File: src/rtl/iter_divider.sv
// Multi-cycle radix-2 restoring integer divider for RV32M/RV64M DIV, DIVU, REM, REMU.
// Operands are latched at accept, so the pipeline may change a/b while the unit is busy.
// Divide-by-zero and signed overflow can bypass the iteration loop when EARLY_OUT is set.
module iter_divider #(
  parameter int unsigned XLEN      = 32,
  parameter bit          EARLY_OUT = 1'b1
) (
  input  logic            clk,
  input  logic            reset,
  input  logic            start,
  input  logic [2:0]      funct3,
  input  logic [XLEN-1:0] a,
  input  logic [XLEN-1:0] b,
  input  logic            flush,
  output logic            stall,
  output logic            done,
  output logic [XLEN-1:0] result
);

  localparam int unsigned CntW = $clog2(XLEN);
  localparam logic [XLEN-1:0] MinNeg = {1'b1, {(XLEN-1){1'b0}}};

  typedef enum logic [1:0] {StIdle, StBusy, StDone} state_e;

  state_e          state_q;
  logic [CntW-1:0] cnt_q;
  logic [XLEN-1:0] quo_q;       // dividend magnitude, shifted out as quotient bits shift in
  logic [XLEN-1:0] rem_q;
  logic [XLEN-1:0] dvsr_q;
  logic [XLEN-1:0] spec_res_q;  // precomputed answer for div-by-zero / overflow
  logic            spec_q;
  logic            neg_quo_q;
  logic            neg_rem_q;
  logic            is_rem_q;
  logic            done_q;
  logic [XLEN-1:0] result_q;

  logic            op_signed;
  logic            a_neg;
  logic            b_neg;
  logic [XLEN-1:0] a_mag;
  logic [XLEN-1:0] b_mag;
  logic            div_zero;
  logic            overflow;
  logic            special;
  logic [XLEN-1:0] spec_res;

  // Decode the incoming operands: magnitudes, sign flags and the RISC-V corner-case result.
  always_comb begin
    op_signed = ~funct3[0];
    a_neg     = op_signed & a[XLEN-1];
    b_neg     = op_signed & b[XLEN-1];
    a_mag     = a_neg ? -a : a;
    b_mag     = b_neg ? -b : b;
    div_zero  = (b == '0);
    overflow  = op_signed & (a == MinNeg) & (b == '1);
    special   = div_zero | overflow;
    spec_res  = '0;
    if (div_zero) begin
      spec_res = funct3[1] ? a : '1;
    end else begin
      spec_res = funct3[1] ? '0 : a;
    end
  end

  logic [XLEN:0]   rem_ext;
  logic            ge;
  logic [XLEN-1:0] rem_nxt;
  logic [XLEN-1:0] quo_nxt;
  logic [XLEN-1:0] quo_fix;
  logic [XLEN-1:0] rem_fix;
  logic [XLEN-1:0] fin_res;

  // One restoring step; the partial remainder is widened by a bit so divisors with the
  // MSB set cannot lose the shifted-out bit.
  always_comb begin
    rem_ext = {rem_q, quo_q[XLEN-1]};
    ge      = (rem_ext >= {1'b0, dvsr_q});
    rem_nxt = ge ? (rem_ext[XLEN-1:0] - dvsr_q) : rem_ext[XLEN-1:0];
    quo_nxt = {quo_q[XLEN-2:0], ge};
    quo_fix = neg_quo_q ? -quo_nxt : quo_nxt;
    rem_fix = neg_rem_q ? -rem_nxt : rem_nxt;
    fin_res = spec_q ? spec_res_q : (is_rem_q ? rem_fix : quo_fix);
  end

  // Control FSM plus datapath registers; done and result are registered outputs.
  always_ff @(posedge clk) begin
    if (reset) begin
      state_q    <= StIdle;
      cnt_q      <= '0;
      quo_q      <= '0;
      rem_q      <= '0;
      dvsr_q     <= '0;
      spec_res_q <= '0;
      spec_q     <= 1'b0;
      neg_quo_q  <= 1'b0;
      neg_rem_q  <= 1'b0;
      is_rem_q   <= 1'b0;
      done_q     <= 1'b0;
      result_q   <= '0;
    end else if (flush) begin
      state_q <= StIdle;
      done_q  <= 1'b0;
    end else begin
      case (state_q)
        StIdle: begin
          done_q <= 1'b0;
          if (start && funct3[2]) begin
            quo_q      <= a_mag;
            rem_q      <= '0;
            dvsr_q     <= b_mag;
            neg_quo_q  <= a_neg ^ b_neg;
            neg_rem_q  <= a_neg;
            is_rem_q   <= funct3[1];
            spec_q     <= special;
            spec_res_q <= spec_res;
            cnt_q      <= CntW'(XLEN - 1);
            if (EARLY_OUT && special) begin
              result_q <= spec_res;
              done_q   <= 1'b1;
              state_q  <= StDone;
            end else begin
              state_q <= StBusy;
            end
          end
        end
        StBusy: begin
          quo_q <= quo_nxt;
          rem_q <= rem_nxt;
          cnt_q <= cnt_q - CntW'(1);
          if (cnt_q == '0) begin
            result_q <= fin_res;
            done_q   <= 1'b1;
            state_q  <= StDone;
          end
        end
        StDone: begin
          // start is ignored here so the retiring instruction is not re-issued
          done_q  <= 1'b0;
          state_q <= StIdle;
        end
        default: begin
          done_q  <= 1'b0;
          state_q <= StIdle;
        end
      endcase
    end
  end

  assign stall  = ~flush & (((state_q == StIdle) & start & funct3[2]) | (state_q == StBusy));
  assign done   = done_q;
  assign result = result_q;

endmodule

File: config.mk
export PLATFORM = sky130hd
export DESIGN_NAME = iter_divider
export DESIGN_NICKNAME = d
export VERILOG_FILES = /design/src/rtl/iter_divider.sv
export SDC_FILE = /design/constraint.sdc
export NUM_CORES = 1
export LEC_CHECK = 0
export CAP_MARGIN = 10
export CORE_ASPECT_RATIO = 0.5
export CORE_MARGIN = 4
export CORE_UTILIZATION = 55
export DETAILED_ROUTE_END_ITERATION = 6
export GPL_TIMING_DRIVEN = 0
export PLACE_DENSITY_LB_ADDON = 0.25
export SYNTH_ARGS = -nofsm -noshare
export SYNTH_HDL_FRONTEND = slang
export SYNTH_SLANG_ARGS = --single-unit
File: constraint.sdc
create_clock -name clk -period 10.1 [get_ports clk]
set_input_delay 2.02 -clock clk [delete_from_list [all_inputs] [get_ports clk]]
set_output_delay 2.02 -clock clk [all_outputs]
set_load 0.05 [all_outputs]
==> summary.txt, run 1 <==
Synth
  – Most common library cells after synthesis: nor2_1 (272), nand2_1 (186), dfxtp_1 (172)
  – Number of enable flip-flop cells after synthesis: 0
  – Most numerous cell in the Yosys netlist: nor2_1
  – Avg Inst Size Synth: around 7.3 µm²
  – Warnings from Yosys: 0
  – Largest area contributor in the netlist: dfxtp_1
  – Synth Cell Area: around 13000 µm²
  – Main synth FF type: dfxtp_1
  – Yosys top cell area share: 0.265
  – Number of synthesized register bits: 172
  – Register area share after synthesis: 0.265
  – Post-Synthesis Cells: roughly 1800
  – Synth area leaders: dfxtp_1 (27%), nor2_1 (7.9%), nand2_1 (5.4%)
  – Syn_nets: 1883
  – Distinct cell type count after synthesis: approximately 90
  – Asr flop ratio synth: 0

Global routing
  – Largest net degree at the start of global routing: 19
  – Overflow after GRT: 0
  – Initial antenna violation count: 0
  – GRT Util Overall: 0.401
  – Global-route wire length before repair: just over 80000 µm
  – Vias in the first global route: about 13000

Cells and area
  – Layout cells sized above 1: 0.0545
  – Fill cell count: between 2000 and 2500
  – Area delta synth->final: 15.5%
  – Final nets: ~2000
  – Finished Layout Cells: around 2200
  – Antenna diodes: 0

STA
  – Final worst path period share: 0.705
  – Skew final: a little over 0.009 ns
  – RSZ-0062 raised after global routing: false
  – Setup violators final: 0
  – Fmax: ~140 MHz
  – TNS Setup: 0 ns
  – Hold Vio Cnt, Final: 0
  – Slew Viols, Final: 0
  – Normalized max-slew margin: 0.288
  – Worst-margin pin slew: between 1 and 1.5 ns
  – Min cycle time layout: approximately 7 ns

Clocking
  – Clock Path Buffers: 2
  – Post-CTS sizing: 0
  – Post-CTS Setup Inserts: 0
  – H-tree Lvls: 4
  – Cts hold-fix bufs: 0
  – Clk root buf: clkbuf_16
  – Inserted Clock Buffers: 17
  – Worst-Skew Late Latency: ~0.46 ns
  – Num Clock Sinks: ~170
  – CTS tree: done
  – CTS clk-pin slew, worst paths: approximately 0.080 ns

Job
  – Max Cap Viol: 0

Floorplan
  – Core Area: 23000 µm²
  – Starting Density: 0.564
  – # rows: 39
  – Die Width: between 200 and 250 µm
  – I/O pin count: 105
  – Die Footprint: ~26000 µm²
  – Die Y: between 100 and 150 µm

Min path
  – WHS Endpoint: spec_res_q[12]
  – Hold path startpoint: spec_res_q[12]
  – Hold path depth: 2
  – Hold/Removal Path Class: reg -> reg

Placement
  – Placed Cells incl. Taps: around 2200
  – Post-DP HPWL: between 40000 and 50000 µm
  – Routability Congestion: 1.03
  – IO buf count: roughly 100

Setup path
  – Arr. time, crit path: around 7.4 ns
  – CP Data Required Time: between 10 and 15 ns
  – Largest stage delay, worst path: about 0.88 ns
  – Setup CP Type: in -> reg
  – Critical-path top delay cell: nor4_1
  – End of the worst register-to-register path: result[20]
  – Reg2reg setup slack: approximately 3.1 ns
  – R2R depth: 22
  – CP Launch Type: input port
  – CP Capture Type: register
  – CP Max Fanout: 10
  – Worst Path Buf+Inv: 3
  – CP cell instances: clkdlybuf4s50_1, inv_1, ha_1, or3b_2, nor4_1, nand4_1, o2bb2ai_1, o21ai_1, clkbuf_1, nor2_1, a2111oi_0, o41ai_1, a31oi_1
  – Delay-heaviest family, CP: simple AND/OR/NAND/NOR gates
  – Worst reg2reg path startpoint: rem_q[13]

Run status
  – Violated checks: DRC
  – Outcome: finished with violations

Power
  – Leakage: around 5.4 nW
  – Max VDD drop: ~0.11 mV
  – Power density cells: around 150 nW/µm²

Detailed routing
  – Antenna viol nets, final: 0
  – 1st-iter DRT viols: approximately 2200
  – Drc violations: 14
  – Vias per Instance: 6.63
  – Routed length per instance: roughly 24 µm
  – Pre-antenna DRT Iters: 7
  – Via count: ~15000
  – Drt total wl: between 50000 and 60000 µm
[area by class of cell]
| class | count | area (µm²) | share of cell area |
|---|---|---|---|
| inverters | 64 | 243 | 0.0162 |
| well taps | 307 | 384 | 0.0256 |
| plain buffers | 129 | 536 | 0.0357 |
| multi-input cells | 1407 | 8760 | 0.584 |
| repair buffers | 104 | 1040 | 0.0691 |
| clock inverters | 14 | 149 | 0.00993 |
| clock buffers | 18 | 439 | 0.0293 |
| flip-flops and latches | 172 | 3440 | 0.230 |
[worst max path at each step]
stage	start	slack, ns	depth (start not counted)	endpoint
after floorplan	dvsr_q[18]	5.07	23	result[28]
after detailed placement	a[0]	3.00	13	result[17]
final	a[0]	2.98	13	result[17]
after global placement	a[0]	2.96	13	result[17]
after CTS	a[0]	3.41	13	result[17]
after global routing	rem_q[1]	2.94	21	result[22]
[sequential cells by signal, indices dropped and copies added (netlist names)]
register and count:
spec_q 1, neg_quo_q 1, result 32, quo_q 32
is_rem_q 1, neg_rem_q 1, spec_res_q 32, cnt_q 5
rem_q 32, dvsr_q 32, state_q 2, done 1
[worst register-to-register path, cell delays in order (launching register included)]
cell	delay [ns]
dfxtp_1	0.40
ha_1	0.32
buf_2	0.18
a21oi_2	0.09
o21ai_1	0.40
a2111oi_4	0.13
a21o_2	0.28
nand3_4	0.17
buf_1	0.53
clkbuf_1	0.61
buf_2	0.44
a21oi_1	0.25
inv_1	0.10
ha_1	0.20
inv_1	0.09
nor4b_1	0.65
nand4_1	0.24
nor4_1	0.25
o22ai_1	0.25
o31ai_1	0.32
xor2_1	0.43
a21oi_1	0.23
a221oi_1	0.32
[layout by cell type (no fill, tap or decap), types with 12 or more instances in the layout]
cell	n
a211oi_1	65
a21o_1	12
a21oi_1	128
a222oi_1	30
a22oi_1	20
a31oi_1	15
buf_2	14
clkbuf_1	101
clkbuf_16	17
clkdlybuf4s50_1	103
dfxtp_1	172
ha_1	39
inv_1	63
mux2i_1	12
nand2_1	186
nand3_1	19
nand4_1	19
nor2_1	272
nor3_1	65
nor4_1	22
o211ai_1	16
o21ai_0	83
o21ai_1	13
o31ai_1	31
o41ai_1	12
or3_1	16
or4_1	14
xnor2_1	72
xor2_1	64
[cell families after synthesis]
group | after synthesis | share of synthesized area
buf+inv | 193 | 0.0600
mux | 18 | 0.0145
simple gates | 688 | 0.248
fa+ha+maj | 40 | 0.0391
flops | 172 | 0.265
xor+xnor | 136 | 0.0918
compound gates | 525 | 0.282
[power breakdown]
group / internal (W) / total, W / switching, W
clock: 0.000337 / 0.000677 / 0.000340
combinational: 0.000259 / 0.000786 / 0.000527
sequential: 0.000699 / 0.000718 / 0.0000191
[stage by stage]
step | utilization | hold WS (ns) | setup WS (ns) | total power (W) | instance area (µm²)
after floorplan | - | 0.431 | 5.07 | 0.00122 | 13000
after global placement | 0.625 | 0.439 | 2.96 | 0.00147 | 14400
after detailed placement | 0.625 | 0.445 | 3.00 | 0.00147 | 14400
after CTS | 0.651 | 0.456 | 3.41 | 0.00214 | 15000
after global routing | 0.651 | 0.474 | 2.94 | 0.00225 | 15000
final | 0.651 | 0.456 | 2.98 | 0.00218 | 15000
[per-layer routing]
layer	routed length [µm]	track usage	vias to the layer above
met2	21400	0.583	1014
met5	0	0	-
met1	22800	0.566	6861
li1	-	-	6704
met4	1710	0.139	0
met3	7260	0.120	114
(Power assumes the default switching activity.)
==> run 2, diff against run 1 <==
CORE_UTILIZATION = 54   (was 55)
clock period = 5.92 ns   (was 10.1 ns; I/O delays follow)
==> run 2 against run 1 <==
Against the previous run:
- the run still ends with DRC left
- global-route usage is 1.3 points lower
- worst hold slack better by 0.0029 ns
- total power is 73% higher
- via count is 1.8% higher
- critical path depth is 9 higher
- die area is 1.8% higher
- flip-flop and latch count stayed put
- clock-buffer cell count is 1 lower
- non-clock buffer count is 2 lower
- routed wire length is 0.17% higher
- worst setup slack worse by 2.8 ns
- core utilization is 0.24 points lower
- critical endpoint is now result[22]
==> summary.txt, run 2 (synthesis results as in run 1) <==
Run status
  – Outcome: finished with violations
  – Violated checks: DRC

STA
  – Normalized max-slew margin: 0.243 (-0.0447)
  – Min cycle time layout: 5.70 ns
  – RSZ-0062 raised after global routing: false
  – Worst-margin pin slew: 1.13 ns (+0.0665 ns)
  – Hold Vio Cnt, Final: 0 (unchanged)
  – Setup ws final: 0.224 ns (-2.75 ns)
  – Fmax: 176 MHz
  – TNS Setup: 0 ns (unchanged)
  – Setup violators final: 0 (unchanged)
  – Final worst path period share: 0.962
  – Slew Viols, Final: 0 (unchanged)
  – Skew final: 0.0142 ns (+0.00502 ns)

Setup path
  – CP Data Required Time: 6.29 ns (-4.09 ns)
  – CP Launch Type: register
  – Setup CP Type: reg -> reg
  – CP Capture Type: register
  – Arr. time, crit path: 6.07 ns (-1.33 ns)
  – CP Max Fanout: 18 (+8)

Clocking
  – Num Clock Sinks: 172 (unchanged)
  – Worst-Skew Late Latency: 0.47 ns (about the same)
  – Clock Path Buffers: 2 (unchanged)
  – Clk root buf: clkbuf_16
  – H-tree Lvls: 4 (unchanged)
  – CTS tree: done
  – Cts hold-fix bufs: 0 (unchanged)
  – Post-CTS Setup Inserts: 0 (unchanged)
  – Inserted Clock Buffers: 17 (unchanged)
  – CTS clk-pin slew, worst paths: 0.08 ns (about the same)

Power
  – Leakage: 5.41 nW (+0.63%)
  – Max VDD drop: 0.203 mV (+89%)
  – Power density cells: 251 nW/µm² (+72%)

Floorplan
  – Die Width: 227 µm (+0.89%)
  – Die Footprint: 26700 µm² (+1.8%)
  – Core Area: 23200 µm² (+0.85%)
  – Starting Density: 0.559 (-0.00474)
  – # rows: 39 (unchanged)
  – I/O pin count: 105 (unchanged)
  – Die Y: 118 µm (+0.86%)

Global routing
  – GRT Util Overall: 0.388 (-0.0131)
  – Global-route wire length before repair: 80000 µm (-0.58%)
  – Vias in the first global route: 13195 (-1.4%)
  – Overflow after GRT: 0 (unchanged)
  – Initial antenna violation count: 0 (unchanged)
  – Largest net degree at the start of global routing: 20 (+1)

Detailed routing
  – 1st-iter DRT viols: 2527 (+17%)
  – Drt total wl: 53300 µm (+0.17%)
  – Drc violations: 12 (-2)
  – Via count: 14954 (+1.8%)
  – Antenna viol nets, final: 0 (unchanged)
  – Pre-antenna DRT Iters: 7 (unchanged)
  – Routed length per instance: 24.1 µm (+0.26%)
  – Vias per Instance: 6.76 (+1.9%)

Cells and area
  – Fill cell count: 2180 (+1.3%)
  – Area taken by multi-input logic gates: 8800 µm² (+0.49%)
  – Leading cell type in the layout, fill and taps excluded: nor2_1
  – Register area: 3440 µm² (about the same)
  – Antenna diodes: 0 (unchanged)
  – Final nets: 2004 (-0.10%)
  – Area delta synth->final: 16.0%
  – Commonest non-fill, non-tap cells in the layout: nor2_1 (272), nand2_1 (186), dfxtp_1 (171)
  – Layout cells sized above 1: 0.0572 (+0.00268)

Min path
  – Hold/Removal Path Class: reg -> reg

Placement
  – Routability Congestion: 1.05 (+1.8%)
  – DP Worst Slack: -0.673 ns (-3.67 ns)
  – IO buf count: 103 (unchanged)
  – Post-DP HPWL: 41400 µm (-0.32%)

Job
  – Max Cap Viol: 0 (unchanged)
[run 2: cell type report]
cell class / instances / area share
Buffer: 128 / 0.0359
Clock buffer: 17 / 0.0282
Clock inverter: 15 / 0.0126
Inverter: 64 / 0.0161
Multi-Input combinational cell: 1407 / 0.584
Sequential cell: 172 / 0.229
Tap cell: 307 / 0.0255
Timing Repair Buffer: 103 / 0.0685
[run 2: worst max-delay path, cell delays in order, from the launching register on]
cell and delay, ns:
dfxtp_1 0.46, ha_1 0.29, buf_6 0.15, a21oi_4 0.15, o21ai_2 0.12, a2111oi_4 0.51, a21o_2 0.24, nand3_4 0.27
buf_4 0.32, buf_2 0.23, nor2_1 0.12, a21oi_1 0.12, inv_1 0.10, ha_1 0.19, inv_1 0.11, nor4b_4 0.35
nand4_1 0.19, nor4_1 0.28, o22ai_2 0.21, o41ai_1 0.35, xnor2_1 0.28, a21oi_1 0.23, a221oi_1 0.33
[run 2: path summary, 6_finish.rpt]
check               end  slack [ns]  depth (start not counted)  startpoint
max          result[22]        0.22                         22    rem_q[7]
min           result[6]        0.46                          2   result[6]
max reg2reg  result[22]        0.22                         22    rem_q[7]
min reg2reg   result[6]        0.46                          2   result[6]
[run 2: power breakdown]
group          switching, W  internal [W]  total, W
Clock              0.000592      0.000613   0.00120
Combinational      0.000899      0.000452   0.00135
Sequential        0.0000315       0.00119   0.00122
Total               0.00152       0.00226   0.00378
[run 2: through the flow]
step / hold WS [ns] / util / total power (W) / area, µm² / std cells
4_1_cts: 0.460 / 0.646 / 0.00369 / 15000 / 2213
3_3_place_gp: 0.444 / 0.620 / 0.00251 / 14400 / 2182
3_5_place_dp: 0.449 / 0.620 / 0.00251 / 14400 / 2182
6_report: 0.459 / 0.648 / 0.00378 / 15100 / 2213
5_1_grt: 0.480 / 0.648 / 0.00389 / 15100 / 2213
2_1_floorplan: 0.431 / - / 0.00209 / 13000 / 1772
[run 2: layer usage]
layer,GRT usage,vias to the layer above,wire (µm)
met1,0.574,7027,22800
met5,0,-,0
met2,0.539,1074,21300
met3,0.103,135,7220
li1,-,6718,-
met4,0.133,0,1960
[run 2: repair_timing]
item | in CTS | in global routing
endpoints found under the setup margin | 13 | 11
pin swaps | 0 | 1
gates resized for setup | 1 | 12
endpoints found under the hold margin | 0 | 0
==> run 3, diff against run 2 <==
ABC_AREA = 1   (was default)
CORE_UTILIZATION = 55   (was 54)
==> run 3 against run 2 <==
Against the previous run:
- the run now ends clean
- critical path depth fell by 7
- total power rose by 10%
- flip-flop and latch count did not move
- via count rose by 14%
- sequential power barely moved
- worst setup slack improved by 0.33 ns
- clock power barely moved
- final cell count rose by 34%
- fmax rose by 6.1%
- core utilization fell by 0.27 points
- critical path type is now in -> reg
- critical endpoint is now result[7]
- largest power group unchanged
==> summary.txt, run 3 <==
Run status
  – Outcome: finished, final reports clean

Power
  – P_int: 0.00240 W (+6.5%)
  – Power density cells: 254 nW/µm² (+1.1%)
  – Combinational group share of total power: 0.419 (+0.061)
  – Net Switching: 0.00176 W (+16%)
  – Clk network pwr share: 0.281 (-0.038)
  – Sw Share: 0.423 (+0.0204)
  – Seq pwr share: 0.300 (-0.024)
  – Leakage: 7.89 nW (+46%)
  – Total power: 0.00417 W (+10%)
  – Max VDD drop: 0.255 mV (+26%)

Floorplan
  – Starting Density: 0.565 (+0.00662)
  – # rows: 41 (+5.1%)
  – I/O pin count: 105 (unchanged)
  – Core Area: 25400 µm² (+9.5%)
  – Die Y: 122 µm (+4.0%)
  – Die Width: 237 µm (+4.2%)
  – Die Footprint: 29000 µm² (+8.4%)

Detailed routing
  – Via count: 17069 (+14%)
  – Pre-antenna DRT Iters: 6 (-1)
  – Drc violations: 0 (-12)
  – 1st-iter DRT viols: 2437 (-3.6%)
  – Vias per Instance: 5.77 (-15%)
  – Routed length per instance: 18.8 µm (-22%)
  – Antenna viol nets, final: 0 (unchanged)
  – Drt total wl: 55600 µm (+4.4%)

Cells and area
  – Design Area, Final: 16400 µm² (+9.1%)
  – Leading cell type in the layout, fill and taps excluded: nand2_1
  – Layout cells sized above 1: 0.0536 (-0.00363)
  – Antenna diodes: 0 (unchanged)
  – Register area: 3440 µm² (about the same)
  – Fill cell count: 2537 (+16%)
  – Commonest non-fill, non-tap cells in the layout: nand2_1 (612), inv_1 (379), a21oi_1 (266)
  – Area delta synth->final: 14.2%
  – Final nets: 2713 (+35%)
  – Area taken by multi-input logic gates: 8990 µm² (+2.1%)

Clocking
  – Clock Path Buffers: 2 (unchanged)
  – Worst-Skew Late Latency: 0.45 ns (-0.02 ns)
  – Post-CTS sizing: 0 (-1)
  – Cts hold-fix bufs: 0 (unchanged)
  – Inserted Clock Buffers: 17 (unchanged)
  – Clk root buf: clkbuf_16
  – CTS tree: done
  – CTS clk-pin slew, worst paths: 0.07 ns (about the same)
  – Num Clock Sinks: 172 (unchanged)
  – Post-CTS Setup Inserts: 0 (unchanged)
  – H-tree Lvls: 4 (unchanged)

Placement
  – IO buf count: 102 (-0.97%)
  – Placed inst area: 15800 µm² (+10%)
  – Routability Congestion: 1.06 (+1.2%)
  – Post-DP HPWL: 44400 µm (+7.1%)

STA
  – Min cycle time layout: 5.37 ns (-0.325 ns)
  – Hold slack: 0.465 ns (+0.00562 ns)
  – Final worst path period share: 0.907 (-0.0549)
  – Hold Vio Cnt, Final: 0 (unchanged)
  – Normalized max-slew margin: 0.306 (+0.0628)
  – Setup violators final: 0 (unchanged)
  – Slew Viols, Final: 0 (unchanged)
  – Skew final: 0.0158 ns (+0.00166 ns)
  – TNS Setup: 0 ns (unchanged)
  – Fmax: 186 MHz (+6.1%)
  – RSZ-0062 raised after global routing: false
  – Worst-margin pin slew: 1.04 ns (-0.0877 ns)

Synth
  – Asr flop ratio synth: 0 (unchanged)
  – Synth area leaders: dfxtp_1 (24%), nand2_1 (16%), inv_1 (9.9%)
  – Number of enable flip-flop cells after synthesis: 0 (unchanged)
  – Register area share after synthesis: 0.239 (-0.0259)
  – Main synth FF type: dfxtp_1
  – Post-Synthesis Cells: 2481 (+40%)
  – Number of synthesized register bits: 172 (unchanged)
  – Synth Cell Area: 14400 µm² (+11%)
  – Distinct cell type count after synthesis: 55 (-38%)
  – Most common library cells after synthesis: nand2_1 (612), inv_1 (379), a21oi_1 (266)
  – Largest area contributor in the netlist: dfxtp_1
  – Warnings from Yosys: 0 (unchanged)
  – Syn_nets: 2592 (+38%)
  – Most numerous cell in the Yosys netlist: nand2_1
  – Avg Inst Size Synth: 5.80 µm² (-21%)
  – Yosys top cell area share: 0.239 (-0.0259)

Setup path
  – Setup CP Type: in -> reg
  – Reg2reg setup slack: 1.20 ns (+0.98 ns)
  – Arr. time, crit path: 5.71 ns (-0.36 ns)
  – CP Data Required Time: 6.26 ns (-0.03 ns)
  – CP Launch Type: input port
  – CP Max Fanout: 10 (-8)
  – CP Capture Type: register

Global routing
  – Global-route wire length before repair: 85000 µm (+6.2%)
  – Vias in the first global route: 15070 (+14%)
  – Initial antenna violation count: 1 (+1)
  – Largest net degree at the start of global routing: 17 (-15%)
  – GRT Util Overall: 0.376 (-0.0122)
  – Overflow after GRT: 0 (unchanged)

Job
  – Max Cap Viol: 0 (unchanged)

Min path
  – Hold/Removal Path Class: reg -> reg
-- run 3: cell types whose count changed after synthesis, sizes merged, moves of 19 or more --
cell / change
a21oi: +134
nand2: +461
xnor2: -58
nor4: -20
a222oi: -30
o21ai: +62
nor3: -32
a22oi: -20
a211oi: -66
nand3: +145
a31oi: +19
o31ai: -31
xor2: -34
inv: +327
-- run 3: worst max-delay path, stage by stage --
cell	delay (ns)
clkdlybuf4s50_1	0.48
inv_1	0.12
ha_1	0.18
nand3_1	0.14
nor3_2	0.18
nand3_1	0.20
nor4_1	0.84
nand4_1	0.27
nand3_1	0.14
nand3b_1	0.14
nor2_1	0.81
inv_1	0.23
clkbuf_1	0.41
a21oi_1	0.27
a21oi_1	0.09
-- run 3: worst paths after layout --
check	from	end	cells after the start
hold reg to reg	done	done	2
hold / removal	done	done	2
setup / recovery	a[0]	result[7]	15
setup reg to reg	dvsr_q[30]	result[20]	25
-- run 3: area by class of cell --
type	instances	area share
inverters	397	0.0907
clock buffers	20	0.0278
plain buffers	108	0.0286
clock inverters	11	0.00815
multi-input cells	1804	0.547
repair buffers	102	0.0621
flip-flops and latches	172	0.210
well taps	344	0.0262
-- run 3: power groups by stage --
stage               Clock (W)  Sequential, W  Combinational [W]
CTS                   0.00116        0.00125            0.00169
floorplan                   0        0.00128            0.00120
finish                0.00117        0.00125            0.00175
global placement            0        0.00128            0.00167
global route          0.00121        0.00126            0.00192
detailed placement          0        0.00128            0.00168
-- run 3: stage by stage --
stage,std cells,utilization,worst slack (ns)
2_1_floorplan,2481,-,2.34
3_3_place_gp,2927,0.623,0.270
3_5_place_dp,2927,0.623,0.291
4_1_cts,2958,0.646,0.738
5_1_grt,2958,0.646,0.103
6_report,2958,0.646,0.550
-- run 3: kinds of logic (layout without fill, tap and decap cells) --
kind of cell    Yosys count  count (layout)  synth area share
simple gates           1187            1187             0.360
buf+inv                 505             638             0.136
xor+xnor                 44              44            0.0268
fa+ha+maj                40              40            0.0353
flops                   172             172             0.239
compound gates          533             533             0.202
-- run 3: per-layer routing --
layer	wire length [µm]	vias up	GRT usage
met1	23800	7698	0.539
li1	-	8230	-
met4	2070	2	0.133
met2	21900	1015	0.548
met5	7	-	0
met3	7770	124	0.0941
